===== src/rtl/pipe_stage_latch.sv =====
// Inter-stage pipeline register with valid/ready handshake, optional 1-entry skid and flush.
// Latency 1 cycle; with SKID_EN=1 in_ready_o is registered and a second entry is absorbed on stall.
module pipe_stage_latch #(
  parameter int DATA_W  = 32,
  parameter int ADDR_W  = 5,
  parameter bit SKID_EN = 1'b1,
  parameter int CNT_W   = 16
) (
  input  logic              clk_i,
  input  logic              rsn_i,
  input  logic              flush_i,
  input  logic              in_valid_i,
  output logic              in_ready_o,
  input  logic [DATA_W-1:0] in_data_i,
  input  logic [ADDR_W-1:0] in_waddr_i,
  input  logic              in_wen_i,
  output logic              out_valid_o,
  input  logic              out_ready_i,
  output logic [DATA_W-1:0] out_data_o,
  output logic [ADDR_W-1:0] out_waddr_o,
  output logic              out_wen_o,
  output logic [CNT_W-1:0]  bp_cnt_o
);

  typedef struct packed {
    logic [DATA_W-1:0] data;
    logic [ADDR_W-1:0] waddr;
    logic              wen;
  } entry_t;

  entry_t            main_q;
  entry_t            skid_q;
  entry_t            in_ent;
  logic              main_valid;
  logic              skid_valid;
  logic              accept;
  logic              drain;
  logic [CNT_W-1:0]  bp_cnt;

  assign in_ent = '{data: in_data_i, waddr: in_waddr_i, wen: in_wen_i};

  // Skid mode: ready depends only on skid occupancy, so it comes straight from a flop.
  assign in_ready_o = SKID_EN ? !skid_valid : (!main_valid || out_ready_i);
  assign accept     = in_valid_i && in_ready_o;
  assign drain      = main_valid && out_ready_i;

  assign out_valid_o = main_valid;
  assign out_data_o  = main_q.data;
  assign out_waddr_o = main_q.waddr;
  assign out_wen_o   = main_q.wen;
  assign bp_cnt_o    = bp_cnt;

  always_ff @(posedge clk_i) begin
    if (!rsn_i) begin
      main_q     <= '0;
      skid_q     <= '0;
      main_valid <= 1'b0;
      skid_valid <= 1'b0;
      bp_cnt     <= '0;
    end else begin
      if (main_valid && !out_ready_i && (bp_cnt != {CNT_W{1'b1}}))
        bp_cnt <= bp_cnt + 1'b1;

      // wen is cleared alongside valid so out_wen_o never asserts on an empty slot.
      if (flush_i) begin
        main_valid  <= 1'b0;
        main_q.wen  <= 1'b0;
        skid_valid  <= 1'b0;
        skid_q.wen  <= 1'b0;
      end else if (SKID_EN) begin
        if (skid_valid) begin
          if (drain) begin
            main_q     <= skid_q;
            skid_valid <= 1'b0;
            skid_q.wen <= 1'b0;
          end
        end else if (main_valid) begin
          if (accept && drain) begin
            main_q <= in_ent;
          end else if (accept) begin
            skid_q     <= in_ent;
            skid_valid <= 1'b1;
          end else if (drain) begin
            main_valid <= 1'b0;
            main_q.wen <= 1'b0;
          end
        end else if (accept) begin
          main_q     <= in_ent;
          main_valid <= 1'b1;
        end
      end else begin
        if (accept) begin
          main_q     <= in_ent;
          main_valid <= 1'b1;
        end else if (drain) begin
          main_valid <= 1'b0;
          main_q.wen <= 1'b0;
        end
      end
    end
  end

endmodule

===== config.mk =====
export PLATFORM = sky130hd
export DESIGN_NAME = pipe_stage_latch
export DESIGN_NICKNAME = d
export VERILOG_FILES = /design/src/rtl/pipe_stage_latch.sv
export SDC_FILE = /design/constraint.sdc
export NUM_CORES = 1
export LEC_CHECK = 0
export CAP_MARGIN = 0
export CORE_AREA = 2 2 123 89
export CTS_CLUSTER_SIZE = 16
export DETAILED_ROUTE_END_ITERATION = 10
export DIE_AREA = 0 0 125 91
export GPL_ROUTABILITY_DRIVEN = 1
export HOLD_SLACK_MARGIN = 0.06
export PLACE_DENSITY_LB_ADDON = 0.25
export SETUP_SLACK_MARGIN = 0.4
export SLEW_MARGIN = 20
export SYNTH_ARGS = -nofsm -noshare
export SYNTH_HDL_FRONTEND = slang
export SYNTH_SLANG_ARGS = --single-unit
export TNS_END_PERCENT = 1

===== constraint.sdc =====
create_clock -name clk_i -period 3.47 [get_ports clk_i]
set_input_delay 0.8675 -clock clk_i [delete_from_list [all_inputs] [get_ports clk_i]]
set_output_delay 0.8675 -clock clk_i [all_outputs]
set_load 0.1 [all_outputs]

==> results.cfg, run 1 <==
[run_status]
status = complete, no violations

[timing]
tns_ns = 0
fmax_mhz = 414.3
skew_ns = 0.005073
rsz0062_at_grt = false
tightest_slew_ns = 0.7596
setup_viol = 0
min_period_over_period_pct = 69.56
hold_viol = 0
relSlewSlack_pct = 49.36
finalCriticalPeriod_ns = 2.414
maxSlewViolCount = 0

[cts]
path_clk_slew_ns = 0.06
cts_resized = 0
cts_tree = done
cts_buffer_depth = 2
cts.sinks = 94
cts_buffers = 9
post-cts-setup-buffers = 0
ctsHoldBuffers = 0
htree_levels = 3
clock_tree.root_cell = clkbuf_16
clk_latency_ns = 0.34

[final_layout]
insertedDiodeCount = 0
final_nets = 582
drive_gt1_share_pct = 22.51
area_growth_pct = 28.49
postLayoutCoreUtil_pct = 52.98

[global_routing]
grt_max_degree = 75
antenna_found_initial = 0
grt_overflow = 0
gr-usage-all-layers_pct = 17.83
grt_pass1_vias = 3336
grt_pass1_wl_mm = 16.37

[synthesis]
synthCells = 454
synth_commonest_cells = 94 x dfxtp_1, 85 x nand2_1, 50 x a21oi_1, 42 x nor2_1, 38 x mux2i_1
yosysWarnings = 0
synth.area.top_cells = dfxtp_1 45%, a211oi_2 9.3%, mux2i_1 9.1%
avgSynthCellArea_sq_um = 9.230
synth-edff-count = 0
syn_area_sq_um = 4190
ys_ff_latch = 94
synth_top_area_share_pct = 44.91
yosysSeqAreaShare_pct = 44.91
async_reset_ff_share_pct = 0
yosys.area.top_type = dfxtp_1
ys_dominant_reg_cell = dfxtp_1
yosys.cell_count.top_type = dfxtp_1
synth_nets = 498
synth_cell_types = 48

[worst_setup_path]
cp.required_ns = 3.73
path_max_fanout = 74
path_class = in -> reg
critPathLaunchType = input port
endpoint_kind = flip-flop
r2r_cells = 5
arrival_ns = 2.67

[floorplan]
die-area_sq_um = 11380
die_y_um = 91
start_util_pct = 41.23
io_pins = 99
die_w_um = 125
num_rows = 31
core_area_sq_um = 10160

[placed_design]
place_congestion = 0.8422
io_buffers = 98
dp_hpwl_mm = 6.904

[route]
route.detailed.drc = 0
avgRoutedWirePerCell_um = 15.14
wl_mm = 10.20
drtIter0Drc = 205
ant_nets = 0
dr.pass1.iters = 4
vias_per_cell = 5.242
dr_total_vias = 3533

[run]
maxCapViolations = 0

[worst_hold_path]
hold_path_depth = 2
hold_class = reg -> reg

[power_and_ir_drop]
power_density_nw_per_um2 = 472.2
power_leakage_nw = 1.896
irDropWorstVdd_mv = 0.2803
## cell usage in the layout, fill, tap and decap left out, drive strengths merged, types with 2 or more instances in the layout
master	n
a211oi	40
a21oi	50
a31oi	2
and4	2
buf	63
clkbuf	12
clkdlybuf4s50	42
clkinvlp	2
dfxtp	94
inv	4
mux2i	38
nand2	85
nand2b	4
nand3	7
nand3b	2
nand4	5
nor2	42
nor2b	2
nor3	2
nor4	2
o211ai	2
o21ai	12
o31ai	2
or3	7
xor2	2
## report_power, final
group          switching [W]  internal [W]  total (W)
sequential         0.0000264       0.00111    0.00114
combinational       0.000346      0.000134   0.000480
clock               0.000402      0.000520   0.000922
total               0.000774       0.00177    0.00254
## metal layers
metal	part of all wire (%)	vias up	wire length, um	global-route usage, %
met4	1.3	0	128	4.630
li1	-	1775	-	-
met5	0	-	0	0
met3	4.9	11	496	5.421
met1	50	1668	5134	25.40
met2	44	79	4443	26.22
## sequential cells by signal, summed over array words and instances, names as in the netlist
signal / flops
out_valid_o: 1
bp_cnt_o: 16
out_waddr_o: 5
out_data_o: 32
out_wen_o: 1
skid_valid: 1
skid_q: 38
## cells by family after synthesis
group | after synthesis | share of synthesized area, %
AO/OA/AOI/OAI | 116 | 21.53
flip-flops | 94 | 44.91
buffers and inverters | 36 | 4.240
adder cells (fa/ha/maj) | 1 | 0.2985
multiplexers | 38 | 9.077
AND/OR/NAND/NOR | 167 | 19.53
XOR/XNOR | 2 | 0.4181
## path summary, 6_finish.rpt
path	end	slack (ns)	from
max	out_data_o[31]$_SDFFE_PN0P_	1.06	in_valid_i
min	skid_q[36]$_SDFFE_PN0P_	0.45	skid_q[36]$_SDFFE_PN0P_
max reg2reg	out_data_o[31]$_SDFFE_PN0P_	1.32	skid_valid$_SDFF_PP0_
min reg2reg	skid_q[36]$_SDFFE_PN0P_	0.45	skid_q[36]$_SDFFE_PN0P_
## through the flow
stage / std cells / hold slack (ns) / setup WS, ns / area [sq um] / total power [W]
3_5_place_dp: 659 / 0.4476 / 0.7540 / 5107 / 0.001646
3_3_place_gp: 659 / 0.4408 / 0.7975 / 5107 / 0.001640
5_1_grt: 674 / 0.4732 / 0.9294 / 5384 / 0.002630
4_1_cts: 674 / 0.4564 / 1.030 / 5384 / 0.002569
2_1_floorplan: 454 / 0.4360 / 1.186 / 4190 / 0.001511
6_report: 674 / 0.4531 / 1.056 / 5384 / 0.002542
## area by class of cell
type / count / area (sq um)
fill: 959 / 4778
multi-input combinational: 324 / 2138
sequential: 94 / 1883
timing repair buffer: 105 / 905.9
clock buffer: 12 / 256.5
tap: 132 / 165.2
clock inverter: 3 / 20.02
inverter: 4 / 15.01
## worst max-delay path: stages
cell and delay [ns]:
clkdlybuf4s50_1 0.56, nand2b_1 0.22, a211oi_4 0.30, buf_12 0.34
nor2_1 0.11, a211oi_2 0.21
Note: power is estimated with default switching activity, not from simulation.
==> run 2, diff against run 1 <==
Clock period 3.47 ns to 1.95 ns, I/O delays scaled along.
==> run 2 against run 1 <==
Net effect: sequential power grew 78%; register-to-register slack got worse by 0.91 ns; first-iteration DRC count decreased by 12%.
==> results.cfg, run 2 (synthesized netlist as in run 1, its figures left out) <==
[timing]
finalCriticalPeriod_ns = 1.561
fmax_mhz = 640.8
rsz0062_at_grt = true
hold_viol = 0
maxSlewViolCount = 0
skew_ns = 0.005713
tightest_slew_ns = 0.5340
setup_viol = 0
relSlewSlack_pct = 63.48
min_period_over_period_pct = 80.03

[floorplan]
num_rows = 31
core_area_sq_um = 10160
die_y_um = 91
die-area_sq_um = 11380
start_util_pct = 41.23
io_pins = 99
die_w_um = 125

[worst_setup_path]
endpoint_kind = flip-flop
cp.required_ns = 2.17
critPathLaunchType = input port
path_class = in -> reg
path_max_fanout = 6
arrival_ns = 1.78

[route]
avgRoutedWirePerCell_um = 16.19
drtIter0Drc = 181
ant_nets = 0
dr.pass1.iters = 5
vias_per_cell = 5.230
dr_total_vias = 3724
wl_mm = 11.53
route.detailed.drc = 0

[cts]
cts_buffers = 9
clock_tree.root_cell = clkbuf_16
path_clk_slew_ns = 0.06
cts.sinks = 94
cts_tree = done
clk_latency_ns = 0.34
cts_buffer_depth = 2
htree_levels = 3
ctsHoldBuffers = 0

[power_and_ir_drop]
power_leakage_nw = 2.372
power_w = 0.004998
irDropWorstVdd_mv = 0.4568
power_density_nw_per_um2 = 751.3

[placed_design]
io_buffers = 98
dp_hpwl_mm = 7.722
dpl.cell_count = 680
place_congestion = 0.8273

[global_routing]
antenna_found_initial = 0
grt_overflow = 0
grt_pass1_vias = 3620
gr-usage-all-layers_pct = 19.55
grt_max_degree = 38
grt_pass1_wl_mm = 18.02

[final_layout]
layout_common_cells = 85 x nand2_1, 76 x dfxtp_1, 61 x buf_12, 49 x a21oi_1, 42 x nor2_1
final_nets = 619
drive_gt1_share_pct = 31.55
insertedDiodeCount = 0
postLayoutCoreUtil_pct = 65.46
stdcell_count = 712
largest_register_ffs = 38
area_growth_pct = 58.76
regMostFlops = skid_q
final_common_cell = nand2_1

[worst_hold_path]
hold_class = reg -> reg

[run_status]
status = complete, no violations

[run]
maxCapViolations = 0
==> run 2: worst max-delay path: stages <==
cell,delay [ns]
dlygate4sd2_1,0.29
nand4b_4,0.24
nor4_4,0.39
buf_4,0.17
buf_4,0.11
a31oi_1,0.08
==> run 2: worst paths after layout <==
| path | from | endpoint | slack [ns] | cells past startpoint |
|---|---|---|---|---|
| setup reg to reg | bp_cnt_o[1]$_SDFFE_PN0P_ | bp_cnt_o[14]$_SDFFE_PN0P_ | 0.41 | 5 |
| setup / recovery | out_ready_i | bp_cnt_o[11]$_SDFFE_PN0P_ | 0.39 | 6 |
| hold / removal | skid_q[23]$_SDFFE_PN0P_ | skid_q[23]$_SDFFE_PN0P_ | 0.46 | 2 |
| hold reg to reg | skid_q[23]$_SDFFE_PN0P_ | skid_q[23]$_SDFFE_PN0P_ | 0.46 | 2 |
==> run 2: power by group <==
part / internal [W] / switching [W]
Sequential: 0.00196 / 0.0000709
Combinational: 0.000431 / 0.000644
Clock: 0.00118 / 0.000709
==> run 2: area by class of cell <==
class	instances	area, sq um
Fill cell	806	3510
Multi-Input combinational cell	324	2212
Timing Repair Buffer	142	1973
Sequential cell	94	1949
Clock buffer	14	296.5
Tap cell	132	165.2
Clock inverter	2	35.03
Inverter	4	21.27
==> run 2: repair_timing <==
action,4_1_cts,5_1_grt
gates cloned,1,0
pin swaps,1,5
resized for setup,13,10
buffers inserted,1,14
setup endpoints to repair,91,60
==> run 2: per-layer routing <==
layer / routed length [um] / share of wire (%) / global-route usage (%) / up-vias
li1: - / - / - / 1844
met1: 5385 / 47 / 25.90 / 1790
met2: 5387 / 47 / 30.98 / 81
met3: 658 / 5.7 / 6.187 / 9
met4: 96 / 0.83 / 5.093 / 0
met5: 0 / 0 / 0 / -
==> run 2: per-stage QoR <==
step,area (sq um),hold WS [ns],worst slack [ns],setup TNS (ns)
5_1_grt,6653,0.4711,0.3466,0
4_1_cts,6505,0.4622,0.3199,0
6_report,6653,0.4575,0.3895,0
2_1_floorplan,4320,0.4360,0.3163,0
3_3_place_gp,6083,0.4412,-0.1184,-6.824
3_5_place_dp,6083,0.4534,-0.1845,-9.867
==> run 3, diff against run 2 <==
Clock period 1.95 ns to 1.6 ns, I/O delays scaled along.
==> run 3 against run 2 <==
Net effect: via count rose by 1.9%; register-to-register slack got worse by 0.33 ns; global-route usage rose by 0.46 points; non-clock buffer count rose by 11; critical path depth fell by 1; sequential cell count did not move; hold slack got worse by 0.0033 ns; routed wire length fell by 2.3%.
==> results.cfg, run 3 (synthesized netlist as in run 1, its figures left out) <==
[power_and_ir_drop]
power_density_nw_per_um2 = 877.4
irDropWorstVdd_mv = 0.6065
power_leakage_nw = 2.452

[route]
dr.pass1.iters = 4
vias_per_cell = 5.250
wl_mm = 11.26
drtIter0Drc = 167
avgRoutedWirePerCell_um = 15.58
route.detailed.drc = 0
dr_total_vias = 3796
ant_nets = 0

[floorplan]
start_util_pct = 41.23
num_rows = 31
io_pins = 99
core_area_sq_um = 10160
die_y_um = 91
die_w_um = 125
die-area_sq_um = 11380

[timing]
fmax_mhz = 657.4
rsz0062_at_grt = true
min_period_over_period_pct = 95.07
maxSlewViolCount = 0
tightest_slew_ns = 0.4182
relSlewSlack_pct = 71.91
layout_setup_ws_ns = 0.07888
skew_ns = 0.006996
setup_viol = 0
hold_viol = 0
finalCriticalPeriod_ns = 1.521

[cts]
cts_buffer_depth = 2
path_clk_slew_ns = 0.07
clock_tree.root_cell = clkbuf_16
clk_latency_ns = 0.34
cts.sinks = 94
htree_levels = 3
cts_tree = done
ctsHoldBuffers = 0
cts_buffers = 9

[worst_setup_path]
path_class = reg -> reg
cp.required_ns = 1.84
slowest_stage = nor4_4
cpPeakStageDelay_ns = 0.40
endpoint_kind = flip-flop
critPathLaunchType = flip-flop
arrival_ns = 1.76
cp_cell_sequence = buf_4 > nand4b_4 > nor4_4 > a31oi_1 > a211oi_2
path_max_fanout = 4

[final_layout]
final_common_cell = nand2_1
final_nets = 630
regMostFlops = skid_q
drive_gt1_share_pct = 34.35
insertedDiodeCount = 0
area_growth_pct = 63.15
largest_register_ffs = 38
layout_common_cells = 84 x nand2_1, 76 x dfxtp_1, 66 x buf_12, 49 x a21oi_1, 42 x nor2_1
finalInstanceArea_sq_um = 6837

[placed_design]
dp_hpwl_mm = 7.585
placed_cell_area_sq_um = 6161
place_congestion = 0.8487
dp_slack_ns = -0.5391
io_buffers = 98

[global_routing]
grt_pass1_wl_mm = 18.42
grt_pass1_vias = 3674
antenna_found_initial = 0
grt_max_degree = 38
grt_overflow = 0
gr-usage-all-layers_pct = 20.01

[worst_hold_path]
hold_class = reg -> reg

[run_status]
status = complete, no violations

[run]
maxCapViolations = 0
-- run 3: cell count changes in the layout (fill, tap and decap cells not counted), sizes merged --
cell and change:
clkdlybuf4s15 +1, clkinv +4, clkbuf -5, inv -1
bufbuf +1, buf +12, dlygate4sd2 -1
-- run 3: power by group --
part / internal, W / leakage [nW] / switching, W
combinational: 0.000558 / 1.52 / 0.000789
sequential: 0.00239 / 0.779 / 0.0000851
clock: 0.00130 / 0.155 / 0.000882
total: 0.00424 / 2.45 / 0.00176
-- run 3: final cells by class --
| class | count | area, sq um |
|---|---|---|
| repair buffers | 153 | 2163 |
| inverters | 4 | 20.02 |
| flip-flops and latches | 94 | 1949 |
| fillers | 785 | 3326 |
| clock inverters | 5 | 57.56 |
| multi-input cells | 324 | 2228 |
| well taps | 132 | 165.2 |
| clock buffers | 11 | 252.7 |
-- run 3: routing by layer --
metal  up-vias  GRT usage, %  part of all wire, %
met4         0         5.000                  1.0
li1       1887             -                    -
met1      1804         26.49                   45
met5         -             0                    0
met3        12         6.364                  6.3
met2        93         31.84                   48
-- run 3: critical path: cells and delay by family (launching register included) --
family | cells | cell delay [ns]
flops | 1 | 0.37
compound gates | 2 | 0.40
simple gates | 2 | 0.54
buf+inv | 1 | 0.12
-- run 3: stage by stage --
step                      TNS [ns]  total power, W  hold slack (ns)  util (%)  instances
after CTS                        0        0.006042           0.4555     66.31        718
after global placement      -32.93        0.003789           0.4409     60.63        682
after floorplan            -0.5582        0.003252           0.4360         -        454
final                            0        0.005999           0.4542     67.27        723
after global routing             0        0.006214           0.4659     67.27        723
after detailed placement    -38.17        0.003807           0.4465     60.63        682
-- run 3: path summary, 6_finish.rpt --
path                                  from                   endpoint  slack, ns  cells after the start
setup / recovery  bp_cnt_o[0]$_SDFFE_PN0P_  bp_cnt_o[13]$_SDFFE_PN0P_       0.08                      5
hold / removal     skid_q[31]$_SDFFE_PN0P_    skid_q[31]$_SDFFE_PN0P_       0.45                      2
setup reg to reg  bp_cnt_o[0]$_SDFFE_PN0P_  bp_cnt_o[13]$_SDFFE_PN0P_       0.08                      5
hold reg to reg    skid_q[31]$_SDFFE_PN0P_    skid_q[31]$_SDFFE_PN0P_       0.45                      2
-- run 3: timing repair --
item | 4_1_cts | 5_1_grt
pin swaps | 7 | 8
setup endpoints to repair | 150 | 150
gates resized for setup | 16 | 13
gates cloned | 3 | 0
buffers inserted | 17 | 5
